--- config.mk ---
export PLATFORM = sky130hd
export DESIGN_NAME = microsequencer
export DESIGN_NICKNAME = d
export VERILOG_FILES = /design/src/rtl/microsequencer_pkg.sv /design/src/rtl/usq_stack.sv /design/src/rtl/microsequencer.sv
export SDC_FILE = /design/constraint.sdc
export NUM_CORES = 1
export LEC_CHECK = 0
export CORE_MARGIN = 5
export CORE_UTILIZATION = 40
export DETAILED_ROUTE_END_ITERATION = 8
export GPL_TIMING_DRIVEN = 0
export HOLD_SLACK_MARGIN = 0.02
export PLACE_DENSITY = 0.65
export SYNTH_ARGS = -nofsm -noshare
export SYNTH_HDL_FRONTEND = slang
export SYNTH_SLANG_ARGS = --single-unit
--- constraint.sdc ---
create_clock -name clk -period 3.55 [get_ports clk]
set_input_delay 0.5325 -clock clk [delete_from_list [all_inputs] [get_ports clk]]
set_output_delay 0.5325 -clock clk [all_outputs]
set_load 0.05 [all_outputs]
--- src/rtl/microsequencer_pkg.sv ---
// Shared MIR field layout, sequencer defaults and
// the successor-selection code used by the sequencer.
package microsequencer_pkg;

  localparam int ADDR_W_DEF     = 9;
  localparam int MBR_W_DEF      = 8;
  localparam int STACK_DEF      = 4;
  localparam int RESET_ADDR_DEF = 0;

  // MIR layout: classic MIC-1 fields plus CALL/RET extension
  localparam int MIR_W          = 47;
  localparam int NEXT_ADDR_LSB  = 27;
  localparam int NEXT_ADDR_W    = 9;
  localparam int JMPC_BIT       = 26;
  localparam int JAMN_BIT       = 25;
  localparam int JAMZ_BIT       = 24;
  localparam int RET_BIT        = 36;
  localparam int CALL_BIT       = 37;
  localparam int CALL_ADDR_LSB  = 38;
  localparam int CALL_ADDR_W    = 9;

  typedef enum logic [2:0] {
    OP_SEQ,
    OP_CALL,
    OP_OVF,
    OP_RET,
    OP_UNF,
    OP_REPL
  } op_e;

endpackage

--- src/rtl/usq_stack.sv ---
// Microcode return-address LIFO.
// Storage is not reset; only the count is.
module usq_stack #(
  parameter int W = 9,
  parameter int D = 4,
  localparam int DW = $clog2(D + 1)
) (
  input  logic          clk,
  input  logic          rst,
  input  logic          push,
  input  logic          pop,
  input  logic          replace,
  input  logic [W-1:0]  din,
  output logic [W-1:0]  top,
  output logic [DW-1:0] depth,
  output logic          full,
  output logic          empty
);

  logic [W-1:0]  mem [D];
  logic [DW-1:0] cnt;

  always_ff @(posedge clk or negedge rst) begin
    if (!rst) begin
      cnt <= '0;
    end else if (push) begin
      cnt <= cnt + 1'b1;
    end else if (pop) begin
      cnt <= cnt - 1'b1;
    end
  end

  always_ff @(posedge clk) begin
    for (int i = 0; i < D; i++) begin
      if (push && int'(cnt) == i) begin
        mem[i] <= din;
      end else if (replace && int'(cnt) == i + 1) begin
        mem[i] <= din;
      end
    end
  end

  always_comb begin
    top = '0;
    for (int i = 0; i < D; i++) begin
      if (int'(cnt) == i + 1) top = mem[i];
    end
  end

  assign depth = cnt;
  assign full  = (int'(cnt) == D);
  assign empty = (cnt == '0);

endmodule

--- src/rtl/microsequencer.sv ---
// MIC-1 next-MPC logic with N/Z latch, JAM/JMPC
// steering, call/return stack and sticky errors.
module microsequencer
  import microsequencer_pkg::*;
#(
  parameter int ADDR_W      = ADDR_W_DEF,
  parameter int MBR_W       = MBR_W_DEF,
  parameter int STACK_DEPTH = STACK_DEF,
  parameter int RESET_ADDR  = RESET_ADDR_DEF,
  localparam int DW = $clog2(STACK_DEPTH + 1)
) (
  input  logic              clk,
  input  logic              rst,
  input  logic              stall,
  input  logic              N,
  input  logic              Z,
  input  logic [MBR_W-1:0]  MBR,
  input  logic [ADDR_W-1:0] next_addr,
  input  logic              jmpc,
  input  logic              jamn,
  input  logic              jamz,
  input  logic              call,
  input  logic              ret,
  input  logic [ADDR_W-1:0] call_addr,
  input  logic              clr_err,
  output logic [ADDR_W-1:0] MPC,
  output logic [DW-1:0]     depth,
  output logic              ovf,
  output logic              unf
);

  logic              n_s, z_s, hb;
  logic [ADDR_W-1:0] seq, top, mpc_nxt;
  logic              full, empty;
  logic              push, pop, repl;
  logic              ovf_set, unf_set;
  op_e               op;

  always_comb begin
    hb  = next_addr[ADDR_W-1] | (jamn & n_s) | (jamz & z_s);
    seq = {hb, next_addr[ADDR_W-2:0]};
    if (jmpc) seq = seq | ADDR_W'(MBR);
  end

  // RET with a non-empty stack outranks CALL
  always_comb begin
    if (ret && !empty) op = call ? OP_REPL : OP_RET;
    else if (call)     op = full ? OP_OVF : OP_CALL;
    else if (ret)      op = OP_UNF;
    else               op = OP_SEQ;
  end

  always_comb begin
    mpc_nxt = seq;
    push    = 1'b0;
    pop     = 1'b0;
    repl    = 1'b0;
    ovf_set = 1'b0;
    unf_set = 1'b0;
    unique case (op)
      OP_SEQ:  mpc_nxt = seq;
      OP_CALL: begin
        mpc_nxt = call_addr;
        push    = !stall;
      end
      OP_OVF:  ovf_set = 1'b1;
      OP_RET:  begin
        mpc_nxt = top;
        pop     = !stall;
      end
      OP_UNF:  begin
        mpc_nxt = ADDR_W'(RESET_ADDR);
        unf_set = 1'b1;
      end
      OP_REPL: begin
        mpc_nxt = call_addr;
        repl    = !stall;
      end
      default: mpc_nxt = seq;
    endcase
  end

  usq_stack #(
    .W(ADDR_W),
    .D(STACK_DEPTH)
  ) u_stack (
    .clk     (clk),
    .rst     (rst),
    .push    (push),
    .pop     (pop),
    .replace (repl),
    .din     (seq),
    .top     (top),
    .depth   (depth),
    .full    (full),
    .empty   (empty)
  );

  always_ff @(posedge clk or negedge rst) begin
    if (!rst) begin
      MPC <= ADDR_W'(RESET_ADDR);
      n_s <= 1'b0;
      z_s <= 1'b0;
      ovf <= 1'b0;
      unf <= 1'b0;
    end else if (!stall) begin
      MPC <= mpc_nxt;
      n_s <= N;
      z_s <= Z;
      ovf <= (ovf & ~clr_err) | ovf_set;
      unf <= (unf & ~clr_err) | unf_set;
    end
  end

endmodule

== After elaboration in Yosys (flattened, before gate mapping) ==
Memory sizes are Yosys's and may differ from the RTL's.
Cells that the tools add are included.
Storage, ports and cells
  word-level logic and storage cells: 101
  bits in writable memories: 36
  memories kept: 1
  register bits: 16
  input bits: 37
  output and inout bits: 14
Memory list
  u_stack.mem: words 4, width 9, read ports 4, clocked after memory_dff 0, write ports 1, line usq_stack.sv:20  | logic [W-1:0] mem [D];
Operators by class
  $add $sub $neg: 2
  multiplexer cells: 51
  bitwise logic cells: 14
  reductions and logical operators: 18
  eq/ne operators: 9
Operators with widths (count)
  9-bit two-way mux: 12
  1-bit two-way mux: 28
  9-bit case mux with 3 select lines: 1
  9-bit OR reduction: 3
  3-bit two-way mux: 6
  3-bit == test, second input constant: 5
  3-bit by 2-bit == test with 1-bit output, second input constant: 3
  1-bit logical AND: 9
  9-bit by 8-bit bitwise OR with 9-bit output: 1
  2-bit two-way mux: 4
  1-bit bitwise OR: 8
  3-bit logical NOT: 2
  1-bit AND: 4
  3-bit by 1-bit adder with 3-bit output, second input constant: 1
  3-bit by 1-bit == test with 1-bit output, second input constant: 1
  3-bit by 1-bit subtractor with 3-bit output, second input constant: 1
  1-bit logical NOT: 2
  2-bit nonzero test: 1
  2-bit OR reduction: 1
  1-bit NOT: 1

== Depth between registers and ports, before layout ==
Gate-level depths: netlist (run 1).
  depth in word-level cells: 15
  gate-level depth with buffers: 10
  mapped depth without buffers: 8

== Modules after synthesis ==
A second synthesis (run 1) with hierarchy kept.
Unflattened totals
  cell total of the unflattened synthesis: 196
  area, all modules: 2585.0 um2
Modules (own cells, without submodules)
  usq_stack: area each 1685.4 um2, cells each 103, instances 1
  microsequencer: area each 899.6 um2, cells each 93, instances 1

== Worst setup path before layout (run 1) ==
OpenSTA, ideal clock, no wires.
  kind: register to register
  from: reg u_stack.cnt[0], in the netlist u_stack.depth[0]
  to: mem u_stack.mem[2][0] (enable)
  data arrival time: 2.329 ns
  setup time: 0.403 ns
  data required time: 3.147 ns
  path slack: 0.819 ns
  path buffers: 2
  stages on the path, launching flop included: 5
  cell sequence: dfrtp_1 > buf_2 > buf_1 > nor2b_1 > nor4b_1
On the way
  word-level cells in the longest chain between the ends: 15
  elaborated cells on any way between the ends: 56
  those cells by class: eq/ne (6); mux (31); bitwise (4); reduce/logical (15)
RTL lines
  start, declared: line usq_stack.sv:21  | logic [DW-1:0] cnt;
  start signal, assigned: line usq_stack.sv:27  | cnt <= cnt + 1'b1;
  start signal, assigned: line usq_stack.sv:29  | cnt <= cnt - 1'b1;
  3-bit == test or 3-bit logical NOT (tied branches): line usq_stack.sv:37, usq_stack.sv:51, usq_stack.sv:52
  2-bit two-way mux or 1-bit logical NOT (tied branches): line microsequencer.sv:48, microsequencer.sv:47
  3-bit two-way mux or 1-bit logical AND (tied branches): line microsequencer.sv:48, microsequencer.sv:47
  3-bit two-way mux: line microsequencer.sv:47  | if (ret && !empty) op = call ? OP_REPL : OP_RET;
  3-bit == test: line microsequencer.sv:60  | unique case (op)
  1-bit two-way mux: line microsequencer.sv:60
  1-bit logical AND: line usq_stack.sv:37  | end else if (replace && int'(cnt) == i + 1) begin
  1-bit two-way mux: line usq_stack.sv:37
  1-bit two-way mux: line usq_stack.sv:35  | if (push && int'(cnt) == i) begin
  1-bit two-way mux (not written as such): line usq_stack.sv:38  | mem[i] <= din;
  1-bit bitwise OR (no line)
  9-bit OR reduction (no line)
  2-bit two-way mux (no line) or 1-bit two-way mux (tied branches) (3 in a row)
  end, declared: line usq_stack.sv:20
Parallel ways exist; a longest one is shown, timed or not.

== Worst setup path in the final report (run 1) ==
  from: in call
  to: mem u_stack.mem[0][3] (enable)
On the way
  word-level cells in the longest chain between the ends: 13
  elaborated cells on any way between the ends: 48
  those cells by class: eq/ne (2); mux (31); bitwise (4); reduce/logical (11)
RTL lines
  start, declared: line microsequencer.sv:22  | input logic call,
  3-bit two-way mux, on equally long branches: line microsequencer.sv:48, microsequencer.sv:47
  3-bit two-way mux *: line microsequencer.sv:47
  3-bit == test: line microsequencer.sv:60
  1-bit two-way mux: line microsequencer.sv:60
  1-bit logical AND: line usq_stack.sv:37
  1-bit two-way mux: line usq_stack.sv:37
  1-bit two-way mux: line usq_stack.sv:35
  1-bit two-way mux (not written as such): line usq_stack.sv:38
  1-bit bitwise OR (no line)
  9-bit OR reduction (no line)
  2-bit two-way mux (no line) or 1-bit two-way mux (tied branches) (3 in a row)
Mark *: on every way between the ends. The rest lies on a longest branch, timed or not.

==> flow_summary.ini, run 1 <==
[run_status]
outcome = finished, final reports clean

[timing]
setup-violations-final = 0
period_minus_slack_ns = 3.01
grt_setup_unrepaired = no
report.final.slew_viol_count = 0
tightest_slew_ns = 1.39
setup_tns_ns = 0
finalClockSkew_ns = 0.00728
finalCritPeriodShare = 0.849
fmax_ghz = 0.332
relSlewSlack = 0.0685
finalHoldViolCount = 0

[yosys]
synth_fp_nets = 235
synth.avg_cell_area_um2 = 12.3
synth_edf_count = 36
synth_flop_cell = edfxtp_1
yosysUniqueCellTypes = 40
synth_warnings = 0
syn_area_mm2 = 0.00243
synth_seq_cells = 52
synthArstFlopShare = 0.308
syn_inst = 197
synth_seq_area_share = 0.611

[critical_path]
path_cells = clkdlybuf4s50_1, nor2b_1, nand2b_1, nor3_1
cp-start-kind = primary input
critPathMaxFanout = 9
worstSetupPathType = in -> reg
crit_path_end_kind = flop
crit_slowest_cell = nor3_1
slowest_delay_ns = 1.08
required_ns = 3.47
crit_arrival_ns = 2.93

[clock_tree]
cts-resized-gates = 0
cts_setup_buffers = 0
postCtsHoldBufs = 0
clk_latency_ns = 0.31
cts_buffer_depth = 2
cts_sinks = 52
cts_tree = built
cts_buffers = 5
cts.clk_slew.worst_paths_ns = 0.10
htree_levels = 2
clockRootBuffer = clkbuf_8

[grt]
grt_usage = 0.154
overflow = 0
use_met3 = 0.0320
grtUsageMet1 = 0.193
grtUsageMet2 = 0.273
antenna_found_initial = 0
grt_pass1_vias = 1792
grt_max_degree = 19
grt_busiest_layer = met2
grt_pass1_wl_mm = 9.05

[route]
wl_per_cell_um = 17.0
vias = 1742
drtAntennaViolNets = 0
drtIter0Drc = 167
routed_wl_mm = 5.57
drc = 0
dr.pass1.iters = 5
via_per_inst = 5.31

[floorplanning]
dieArea_mm2 = 0.00772
io_pins = 51
die_w_um = 87.9
design.core.area_mm2 = 0.00592
start_util = 0.410
die_h_um = 87.9
num_rows = 28

[place]
hpwl_mm = 4.01
dp_cells = 320
port_buffers = 47
gp_congestion = 0.778

[power]
p_sw_frac = 0.398
p_sw_uw = 809
pwr_density_cell_mw_per_mm2 = 656
comb_power_share = 0.444
intPower_mw = 1.22
p_leak_nw = 1.14
p_clk_frac = 0.174
seqPwrFrac = 0.381
peakVddDrop_v = 0.000470

[final_layout]
nNetsFinal = 290
fin_cells = 328
syn_to_final_growth_pct = 27.7
antennaDiodeCount = 0
layout-drive-gt1-share = 0.103

[job]
cap_violations = 0

[min_path]
min_path_type = reg -> reg
==> critical path: cells and delay by family <==
family	cells	cell delay [ns]
and+or+nand+nor	3	1.80
buffers and inverters	1	0.59
==> state kept, by name, summed over array words and instances (netlist names) <==
signal,count
u_stack.mem,36
z_s,1
unf,1
u_stack.depth,3
MPC,9
ovf,1
n_s,1
==> power groups by stage <==
| stage | logic (mW) | registers [mW] | clock network [mW] |
|---|---|---|---|
| floorplan | 0.444 | 0.964 | 0 |
| global placement | 0.893 | 0.787 | 0 |
| detailed placement | 0.905 | 0.789 | 0 |
| CTS | 0.914 | 0.775 | 0.357 |
| global route | 0.986 | 0.784 | 0.385 |
| finish | 0.903 | 0.774 | 0.354 |
==> kinds of logic (layout without fill, tap and decap cells) <==
| family | after synthesis | after routing | share of synthesized area |
|---|---|---|---|
| and+or+nand+nor | 36 | 36 | 0.0784 |
| muxes | 13 | 13 | 0.0552 |
| DFF | 52 | 52 | 0.611 |
| xor gates and xnor gates | 2 | 2 | 0.00722 |
| AOI/OAI and AO/OA | 59 | 59 | 0.183 |
| adders and majority gates | 1 | 1 | 0.00516 |
| buffers and inverters | 34 | 90 | 0.0603 |
==> final cells by class <==
class                           instances  area (um^2)
Multi-Input combinational cell        111          805
Sequential cell                        52         1480
Buffer                                 16         78.8
Timing Repair Buffer                   48          478
Clock inverter                          3         25.0
Tap cell                               75         93.8
Clock buffer                            5         68.8
Fill cell                             552         2820
Inverter                               18         67.6
==> metal layers <==
layer  wire (um)  vias up  part of all wire
met5           0        -                 0
met3         261        4             0.047
met4          42        0            0.0075
met2        2970       41              0.53
met1        2300      848              0.41
li1            -      849                 -
==> placed cells by master (no fill, tap or decap), drive strengths merged <==
| master | instances |
|---|---|
| a211oi | 1 |
| nor3 | 2 |
| mux2 | 3 |
| dfrtp | 16 |
| or3b | 1 |
| nor2b | 7 |
| o21ai | 3 |
| clkbuf | 12 |
| a32oi | 1 |
| a222oi | 8 |
| a21o | 1 |
| o211ai | 9 |
| or3 | 1 |
| o21a | 1 |
| nor2 | 4 |
| o221ai | 9 |
| xor2 | 1 |
| nor4b | 1 |
| nand2b | 5 |
| edfxtp | 36 |
| xnor2 | 1 |
| buf | 10 |
| mux2i | 10 |
| nand4bb | 1 |
| a21oi | 20 |
| o31ai | 1 |
| a221oi | 2 |
| inv | 20 |
| a21bo | 1 |
| clkinvlp | 1 |
| or2 | 1 |
| a31oi | 1 |
| a22oi | 1 |
| clkdlybuf4s50 | 47 |
| ha | 1 |
| nand2 | 13 |
==> cell usage after synthesis (2+ instances only) <==
cell / n / area [um^2]
a21oi_1: 19 / 95.1
a222oi_1: 8 / 80.1
buf_1: 2 / 7.51
buf_2: 5 / 25.0
clkbuf_1: 6 / 22.5
dfrtp_1: 16 / 400
edfxtp_1: 36 / 1080
inv_1: 18 / 67.6
mux2_2: 3 / 33.8
mux2i_1: 10 / 100
nand2_1: 13 / 48.8
nand2b_1: 5 / 31.3
nor2_1: 4 / 15.0
nor2b_1: 7 / 43.8
nor3_1: 2 / 10.0
o211ai_1: 9 / 67.6
o21ai_0: 3 / 15.0
o221ai_1: 9 / 78.8
==> stage by stage <==
| stage | hold WS, ns | utilization | instance area (um^2) | setup WS [ns] | power, mW |
|---|---|---|---|---|---|
| final | 0.490 | 0.523 | 3100 | 0.537 | 2.03 |
| after global routing | 0.543 | 0.523 | 3100 | 0.412 | 2.16 |
| after CTS | 0.493 | 0.523 | 3100 | 0.519 | 2.05 |
| after detailed placement | 0.470 | 0.507 | 3000 | 0.204 | 1.69 |
| after global placement | 0.464 | 0.505 | 2990 | -0.418 | 1.68 |
| after floorplan | 0.237 | - | 2430 | 0.819 | 1.41 |
==> path summary, 6_finish.rpt <==
| path | from | end | slack [ns] | cells past startpoint |
|---|---|---|---|---|
| min in group asynchronous | rst | ovf | 0.66 | 1 |
| setup / recovery | call | u_stack.mem[0][3] | 0.54 | 4 |
| setup reg to reg | u_stack.depth[0] | u_stack.mem[0][3] | 1.03 | 4 |
| hold / removal | unf | unf | 0.49 | 2 |
| hold reg to reg | unf | unf | 0.49 | 2 |
| max in group asynchronous | rst | u_stack.depth[1] | 2.42 | 1 |
Power figures use the tool's default switching activity.
==> inputs of run 2 (changes only) <==
==> constraint.sdc (replaced) <==
create_clock -name clk -period 3.06 [get_ports clk]
set_input_delay 0.459 -clock clk [delete_from_list [all_inputs] [get_ports clk]]
set_output_delay 0.459 -clock clk [all_outputs]
set_load 0.05 [all_outputs]
==> flow_summary.ini, run 2 (synthesized netlist as in run 1, its figures left out) <==
[run_status]
outcome = finished, final reports clean

[power]
p_total_mw = 2.35
p_sw_frac = 0.398
p_sw_uw = 937
comb_power_share = 0.446
seqPwrFrac = 0.381
pwr_density_cell_mw_per_mm2 = 759
p_leak_nw = 1.14
peakVddDrop_v = 0.000543
p_clk_frac = 0.173
intPower_mw = 1.42

[timing]
finalCritPeriodShare = 0.887
relSlewSlack = 0.397
fmax_ghz = 0.368
setup-violations-final = 0
tightest_slew_ns = 0.901
report.final.slew_viol_count = 0
finalHoldViolCount = 0
period_minus_slack_ns = 2.72
grt_setup_unrepaired = no
finalClockSkew_ns = 0.00739
setup_tns_ns = 0

[min_path]
hold_depth = 2
hp-start = unf
holdPathEnd = unf
min_path_type = reg -> reg

[final_layout]
nNetsFinal = 290
antennaDiodeCount = 0
layout-drive-gt1-share = 0.107
layout_commonest_cell = clkdlybuf4s50_1
fin_util = 0.524
syn_to_final_growth_pct = 27.9
top_register = u_stack.mem
final_cell_mix = clkdlybuf4s50_1 (47), edfxtp_1 (36), a21oi_1 (19)
largest_reg_flops = 36

[route]
drc = 0
routed_wl_mm = 5.51
via_per_inst = 5.38
drtAntennaViolNets = 0
dr.pass1.iters = 6
wl_per_cell_um = 16.8
vias = 1764
drtIter0Drc = 141

[critical_path]
required_ns = 3.09
r2r-end = u_stack.mem[1][8]
path_cells = clkdlybuf4s50_1, nor2b_1, nand2b_1, nor4b_2, buf_4
worstSetupPathType = in -> reg
r2r_slack_ns = 0.57
crit_arrival_ns = 2.74
slowest_delay_ns = 0.68
crit_path_end_kind = flop
worstRegToRegCells = 5
timing.rr.start = u_stack.depth[0]
cp-start-kind = primary input
critPathMaxFanout = 7
crit_slowest_cell = nor4b_2

[grt]
grt_max_degree = 19
antenna_found_initial = 0
grt_pass1_wl_mm = 9.05
grt_usage = 0.154
grt_pass1_vias = 1792
overflow = 0

[job]
cap_violations = 0

[floorplanning]
io_pins = 51
num_rows = 28
start_util = 0.410
dieArea_mm2 = 0.00772
design.core.area_mm2 = 0.00592
die_w_um = 87.9
die_h_um = 87.9

[clock_tree]
clockRootBuffer = clkbuf_8
clk_latency_ns = 0.31
cts-resized-gates = 0
cts_buffer_depth = 2
cts_buffers = 5
postCtsHoldBufs = 0
cts_tree = built
cts_setup_buffers = 0
cts.clk_slew.worst_paths_ns = 0.10
htree_levels = 2
cts_sinks = 52

[place]
hpwl_mm = 4.01
port_buffers = 47
gp_congestion = 0.778
## run 2: how the worst max path moves through the flow
| stage | to | cells past startpoint | from |
|---|---|---|---|
| after floorplan | u_stack.mem[2][0] | 4 | u_stack.depth[0] |
| after global placement | u_stack.mem[2][0] | 4 | call |
| after detailed placement | u_stack.mem[0][0] | 4 | call |
| after CTS | u_stack.mem[0][3] | 4 | call |
| after global routing | u_stack.mem[2][2] | 5 | call |
| final | u_stack.mem[2][7] | 5 | call |
## run 2: per-stage QoR
stage                     instances  worst slack [ns]  instance area (um^2)  hold slack, ns
final                           328             0.345                  3100           0.493
after global routing            328             0.174                  3100           0.543
after CTS                       328             0.103                  3100           0.493
after detailed placement        320            -0.213                  3000           0.470
after global placement          319            -0.835                  2990           0.464
after floorplan                 197             0.329                  2430           0.163
## run 2: layer usage
layer / track usage / part of all wire
met1: 0.193 / 0.40
met5: 0 / 0
met4: 0.0377 / 0.0076
met2: 0.273 / 0.53
met3: 0.0320 / 0.055
## run 2: final cells by class
cell class / instances / area, um^2
fill: 553 / 2820
sequential: 52 / 1480
multi-input combinational: 111 / 810
timing repair buffer: 48 / 478
tap: 75 / 93.8
buffer: 16 / 78.8
clock buffer: 5 / 68.8
inverter: 18 / 67.6
clock inverter: 3 / 25.0
## run 2: power groups by stage
stage               Clock [mW]  Sequential [mW]  Combinational (mW)
floorplan                    0             1.12               0.515
global placement             0            0.913                1.04
detailed placement           0            0.915                1.05
CTS                      0.415            0.899                1.06
global route             0.447            0.909                1.15
finish                   0.407            0.898                1.05
## run 2: worst max-delay path: cells and delay by family
family / cells / cell delay (ns)
AND/OR/NAND/NOR: 3 / 1.40
buffers and inverters: 2 / 0.87
==> inputs of run 3 (changes only) <==
--- a/config.mk
+++ b/config.mk
@@ -8,7 +8,6 @@
 export CORE_MARGIN = 5
 export CORE_UTILIZATION = 40
 export DETAILED_ROUTE_END_ITERATION = 8
-export GPL_TIMING_DRIVEN = 0
 export HOLD_SLACK_MARGIN = 0.02
 export PLACE_DENSITY = 0.65
 export SYNTH_ARGS = -nofsm -noshare
==> flow_summary.ini, run 3 (synthesized netlist as in run 1, its figures left out) <==
[grt]
grt_max_degree = 22
grt_pass1_wl_mm = 8.76
grt_pass1_vias = 1825
overflow = 0
antenna_found_initial = 0
grt_usage = 0.148

[final_layout]
fin_cells = 323
nNetsFinal = 285
top_register = u_stack.mem
layout-drive-gt1-share = 0.105
final_cell_area_mm2 = 0.00311
layout_commonest_cell = clkdlybuf4s50_1
largest_reg_flops = 36
antennaDiodeCount = 0
syn_to_final_growth_pct = 28.2
final_cell_mix = clkdlybuf4s50_1 (50), edfxtp_1 (36), a21oi_1 (19)

[timing]
finalClockSkew_ns = 0.00228
finalHoldViolCount = 0
finalCritPeriodShare = 0.738
tightest_slew_ns = 0.770
fmax_ghz = 0.443
grt_setup_unrepaired = no
setup-violations-final = 0
relSlewSlack = 0.485
period_minus_slack_ns = 2.26
setup_tns_ns = 0
report.final.slew_viol_count = 0

[critical_path]
path_cells = clkdlybuf4s50_1, nor2b_1, o21ai_0, nor2_1, a21oi_1, ha_1, nor3_1, a21bo_2, a22oi_1
crit_arrival_ns = 2.43
critPathMaxFanout = 6
crit_slowest_cell = clkdlybuf4s50_1
worstSetupPathType = in -> reg
crit_path_end_kind = flop
critPathTopFamily = simple AND/OR/NAND/NOR gates
required_ns = 3.23
cp-start-kind = primary input
slowest_delay_ns = 0.59
critPathBufInv = 1

[place]
gp_congestion = 0.739
port_buffers = 50
dp_cells = 315
hpwl_mm = 3.92
dpl_cell_area_mm2 = 0.00302

[power]
intPower_mw = 1.39
comb_power_share = 0.416
p_leak_nw = 1.15
p_sw_uw = 912
p_total_mw = 2.31
pwr_density_cell_mw_per_mm2 = 742
p_sw_frac = 0.395
p_clk_frac = 0.176
seqPwrFrac = 0.409
peakVddDrop_v = 0.000528

[job]
cap_violations = 0

[floorplanning]
dieArea_mm2 = 0.00772
start_util = 0.410
design.core.area_mm2 = 0.00592
die_h_um = 87.9
num_rows = 28
io_pins = 51
die_w_um = 87.9

[clock_tree]
htree_levels = 2
cts_sinks = 52
cts_buffer_depth = 2
cts_setup_buffers = 0
cts.clk_slew.worst_paths_ns = 0.10
postCtsHoldBufs = 0
cts_buffers = 5
clockRootBuffer = clkbuf_8
clk_latency_ns = 0.30
cts_tree = built
cts-resized-gates = 0

[min_path]
min_path_type = reg -> reg

[route]
routed_wl_mm = 5.41
drtAntennaViolNets = 0
drc = 0
via_per_inst = 5.39
wl_per_cell_um = 16.8
dr.pass1.iters = 5
drtIter0Drc = 129
vias = 1740

[run_status]
outcome = finished, final reports clean
## run 3: cell count changes in the layout (fill, tap and decap cells not counted), moves of 2 or more
cell             delta
buf_4               +7
clkbuf_1            -6
buf_2               -5
clkdlybuf4s50_1     +3
buf_1               -2
## run 3: metal layers
layer	vias to the layer above	part of all wire	GRT usage
met2	37	0.53	0.270
met3	2	0.040	0.0301
li1	848	-	-
met4	0	0.0046	0.0432
met5	-	0	0
met1	853	0.42	0.175
## run 3: tightest hold or removal path, stage by stage, from the launching register on
cell and delay [ns]:
dfrtp_1 0.36, nand2_1 0.05, o31ai_1 0.06
## run 3: cell type report
type / instances / area [um^2]
Clock buffer: 5 / 68.8
Timing Repair Buffer: 59 / 568
Sequential cell: 52 / 1480
Fill cell: 518 / 2810
Multi-Input combinational cell: 111 / 805
Clock inverter: 3 / 25.0
Inverter: 18 / 67.6
Tap cell: 75 / 93.8
## run 3: through the flow
stage / util / hold slack [ns] / worst slack, ns
detailed placement: 0.509 / 0.500 / 0.518
global route: 0.525 / 0.560 / 0.607
floorplan: - / 0.163 / 0.329
global placement: 0.509 / 0.471 / 0.606
finish: 0.525 / 0.502 / 0.803
CTS: 0.525 / 0.523 / 0.809
## run 3: power by group through the flow
stage	Sequential, mW	Combinational, mW	Clock [mW]
floorplan	1.12	0.515	0
global placement	0.955	0.955	0
detailed placement	0.958	0.966	0
CTS	0.942	0.969	0.415
global route	0.957	1.03	0.451
finish	0.942	0.959	0.405
## run 3: worst paths after layout
check,start,end,slack [ns],depth (start not counted)
setup / recovery,call,u_stack.depth[2],0.80,9
hold / removal,unf,unf,0.50,2
setup reg to reg,u_stack.depth[1],MPC[8],1.01,5
hold reg to reg,unf,unf,0.50,2
max in group asynchronous,rst,MPC[3],1.98,1
min in group asynchronous,rst,z_s,0.60,1
